===== config.mk =====
export PLATFORM = sky130hd
export DESIGN_NAME = dff_pipe
export DESIGN_NICKNAME = d
export VERILOG_FILES = /design/src/rtl/dff_pipe.sv
export SDC_FILE = /design/constraint.sdc
export NUM_CORES = 1
export LEC_CHECK = 0
export BUFFER_PORTS_ARGS = -buffer_cell sky130_fd_sc_hd__buf_2
export CORE_MARGIN = 4
export CORE_UTILIZATION = 31
export CTS_CLUSTER_DIAMETER = 40
export DETAILED_ROUTE_END_ITERATION = 10
export PLACE_DENSITY = 0.54
export SYNTH_ARGS = -nofsm -noshare
export SYNTH_HDL_FRONTEND = slang
export SYNTH_SLANG_ARGS = --single-unit

===== constraint.sdc =====
create_clock -name clock -period 2.2 [get_ports clock]
set_clock_uncertainty 0.1 [all_clocks]
set_input_delay 0.33 -clock clock [delete_from_list [all_inputs] [get_ports clock]]
set_output_delay 0.33 -clock clock [all_outputs]
set_load 0.01 [all_outputs]

===== src/rtl/dff_pipe.sv =====
// Elastic pipeline register: STAGES data registers with per-stage valid bits,
// bubble collapsing, synchronous flush and a registered occupancy count.
module dff_pipe #(
  parameter int              WIDTH       = 16,
  parameter int              STAGES      = 2,
  parameter logic [WIDTH-1:0] RESET_VALUE = '0,
  localparam int             OCC_W       = $clog2(STAGES + 1)
) (
  input  logic             clock,
  input  logic             reset,
  input  logic             flush,
  input  logic             in_valid,
  output logic             in_ready,
  input  logic [WIDTH-1:0] in_data,
  output logic             out_valid,
  input  logic             out_ready,
  output logic [WIDTH-1:0] out_data,
  output logic [OCC_W-1:0] occupancy
);

  // Handshake: an item moves across a port on a rising edge exactly when
  // valid && ready are both high in the cycle before it; valid never waits on
  // ready, and ready may depend combinationally on downstream ready.

  logic [STAGES-1:0] v_q, v_d;
  logic [WIDTH-1:0]  d_q [STAGES];
  logic [WIDTH-1:0]  d_d [STAGES];
  logic [STAGES-1:0] rdy;
  logic [OCC_W-1:0]  occ_q, occ_d;
  logic              in_xfer, out_xfer;

  // A stage can take new data when it is empty or its own content leaves.
  always_comb begin
    logic r;
    r = out_ready;
    for (int i = STAGES - 1; i >= 0; i--) begin
      r      = !v_q[i] || r;
      rdy[i] = r;
    end
  end

  assign in_ready  = rdy[0] && !flush;
  assign out_valid = v_q[STAGES-1] && !flush;
  assign in_xfer   = in_valid && in_ready;
  assign out_xfer  = out_valid && out_ready;
  assign out_data  = d_q[STAGES-1];
  assign occupancy = occ_q;

  always_comb begin
    v_d = v_q;
    d_d = d_q;
    if (rdy[0]) begin
      v_d[0] = in_xfer;
      if (in_xfer) d_d[0] = in_data;
    end
    for (int i = 1; i < STAGES; i++) begin
      if (rdy[i]) begin
        v_d[i] = v_q[i-1];
        if (v_q[i-1]) d_d[i] = d_q[i-1];
      end
    end
    occ_d = occ_q + OCC_W'(in_xfer) - OCC_W'(out_xfer);
  end

  // Flush clears only the valid bits; data registers keep their contents.
  always_ff @(posedge clock) begin
    if (reset) begin
      v_q   <= '0;
      occ_q <= '0;
      for (int i = 0; i < STAGES; i++) d_q[i] <= RESET_VALUE;
    end else if (flush) begin
      v_q   <= '0;
      occ_q <= '0;
    end else begin
      v_q   <= v_d;
      d_q   <= d_d;
      occ_q <= occ_d;
    end
  end

endmodule


==> impl_metrics.toml <==
[setup_path]
path_class = "reg2reg"
crit_family = "adder cells"
path_buf_inv = 2
cp-start-kind = "flip-flop"
startpoint = "v_q[1]"
r2r_start = "v_q[1]"
slowest_delay_ns = 0.32
crit_cells = 9
r2r_cells = 9
path_max_fanout = 3
end_kind = "flip-flop"
worst_ep_arrival_time_ns = 1.83
required_ns = 2.27
worstPathCellList = "and2b_4, a21oi_4, inv_1, ha_1, inv_1, ha_1, xor2_1, xnor2_1, nor3_1"
crit_slowest_cell = "dfxtp_1"

[cells_and_area]
final_area_sq_um = 1920
drive_gt1_frac = 0.272
instances_no_fill = 276
diodes = 0
fin_util = 0.368
area_delta_synth_final_pct = 12.9
nFillCells = 574
nets = 228

[detailed_routing]
wl_per_cell_microns = 12.2
first_iter_violations = 101
routed_wl_microns = 3350
wirelength_met1_microns = 1810
vias = 1169
wl_met2_microns = 1280
met3_length_microns = 205
drc = 0
antenna_left = 0
dr.pass1.iters = 4
routed.top_layer = "met4"
vias_per_cell = 4.24

[grt]
grt.total_usage = 0.108
grt_pass1_wl_microns = 5410
antenna_found_initial = 0
grt.overflow.total = 0
grt_max_degree = 22
grt_pass1_vias = 1067

[placed_design]
post-place-ws_ns = 0.285
post-dp-hpwl_microns = 2430
placed_area_sq_um = 1810
dp_cells = 268
portBuffers = 40
finalWeightedCongestion = 0.703

[pwr]
seq_power_share = 0.506
leakagePower_nw = 0.792
combPwrFrac = 0.077
pwr-share-clk = 0.418
vdd_drop_max_mv = 0.242
cellPowerDensity_nw_per_um2 = 705
power_switching_mw = 0.291
p_total_mw = 1.35
p_int_mw = 1.06
swShare = 0.215

[timing]
setup_viol = 0
rsz0062_at_grt = "no"
min_period_ns = 1.75
slew_headroom = 0.650
fin_ws_ns = 0.446
finalHoldViolations = 0
worst_slew_pin_slew_ns = 0.526
totalNegativeSetupSlack_ns = 0
max_freq_mhz = 570
slew_viol_final = 0
fin_crit_sh = 0.797
hold_slack_ns = 0.195

[logic_synthesis]
synth_fa_ha_area_frac = 0.0147
ys_top_cells_by_area = "dfxtp_1 (42%), nand2b_1 (12%), mux2i_1 (9.4%), buf_4 (8.0%), a21oi_1 (5.3%)"
syn_inst = 183
synth_cell_type_count = 26
synth-async-reset-ratio = 0
syn_nets = 206
synth_mux_area_frac = 0.0944
yosysWarningCount = 0
yosysMostFrequentCell = "dfxtp_1"
synth_compound_area_frac = 0.110
synth_top_family_by_area = "simple AND/OR/NAND/NOR gates"
yosys.area.top_type_share = 0.425
avgSynthCellArea_sq_um = 9.27
ys_seq_area_frac = 0.425
synth-seq-cells = 36
synth_common_cells = "dfxtp_1 (36), nand2b_1 (33), a21oi_1 (18), buf_4 (18)"
yosys.area_share.xor_xnor = 0.0103
synth_top_area_cell = "dfxtp_1"
synthSimpleGateAreaFrac = 0.215
yosys_most_used_dff = "dfxtp_1"
syn_area_sq_um = 1700
synth_edf_count = 0

[clock_network]
clock-root-buffer = "clkbuf_8"
clkSinkCount = 36
cts_buffers = 5
clock_latency_ns = 0.28
post_cts_buffers = 0
cts_tree = "done"
clockBufferDepth = 2
h-tree-depth = 2
ctsResizeCount = 0
clkSlewWorstSetupHoldPaths_ns = 0.07
ctsHoldBuffers = 0

[die]
rows = 26
die_area_sq_um = 6720
core-area_sq_um = 5200
dieWidth_microns = 82.0
io_pins = 41
initial_core_util = 0.326
die_h_microns = 82.0

[run_status]
run_status = "complete, no violations"

[hold_path]
whs_path_depth = 3
min_from = "in_data[10]"
hold_class = "in2reg"

[run]
cap_violations = 0
## routing by layer
metal / track usage / vias up
met4: 0.0598 / 0
met5: 0 / -
met1: 0.162 / 502
li1: - / 633
met2: 0.126 / 29
met3: 0.0395 / 5
## power groups by stage
stage / Clock, mW / Sequential (mW) / Combinational (mW)
6_report: 0.564 / 0.682 / 0.104
2_1_floorplan: 0 / 0.694 / 0.0766
3_3_place_gp: 0 / 0.697 / 0.104
5_1_grt: 0.615 / 0.684 / 0.115
3_5_place_dp: 0 / 0.697 / 0.105
4_1_cts: 0.580 / 0.682 / 0.105
## worst reg2reg max path: cells and delay by family (launching register included)
family | cells | cell delay (ns)
xor+xnor | 2 | 0.31
flops | 1 | 0.32
simple gates | 2 | 0.23
fa+ha+maj | 2 | 0.42
buf+inv | 2 | 0.11
compound gates | 1 | 0.14
## cells by family after synthesis
group / Yosys count
and+or+nand+nor: 60
DFF: 36
AOI/OAI and AO/OA: 35
buffers and inverters: 32
muxes: 16
xor gates and xnor gates: 2
adders and majority gates: 2
## layout by cell type (no fill, tap or decap)
cell,count
a21oi_4,1
buf_2,40
and2b_4,1
nor3b_1,1
and2_1,1
nand2b_1,33
clkbuf_1,1
buf_4,5
inv_1,2
dfxtp_1,36
nand2b_4,1
bufinv_16,1
nand3_1,16
o21ai_0,15
o21ai_1,1
xor2_1,1
nand2b_2,1
xnor2_1,1
nor2_1,1
and2b_1,1
clkbuf_8,5
nor2b_1,1
mux2i_1,16
ha_1,2
nor3_1,3
a21oi_1,18
clkinv_2,1
## state kept, by name (all words and copies together) (netlist names)
register,count
d_q,16
v_q,2
occupancy,2
out_data,16
## cell type report
cell class	count	area (sq um)	area share
clock inverter	2	35.0	0.0183
inverter	2	7.51	0.00392
sequential	36	721	0.376
timing repair buffer	45	238	0.124
clock buffer	6	72.6	0.0379
tap	70	87.6	0.0457
multi-input combinational	115	754	0.394
## final timing paths
check / to / slack, ns
worst max-delay path: occupancy[1] / 0.45
worst min-delay path: d_q[26] / 0.20
worst min register to register: out_data[4] / 0.37
worst max register to register: occupancy[1] / 0.45
Power figures use the tool's default switching activity.
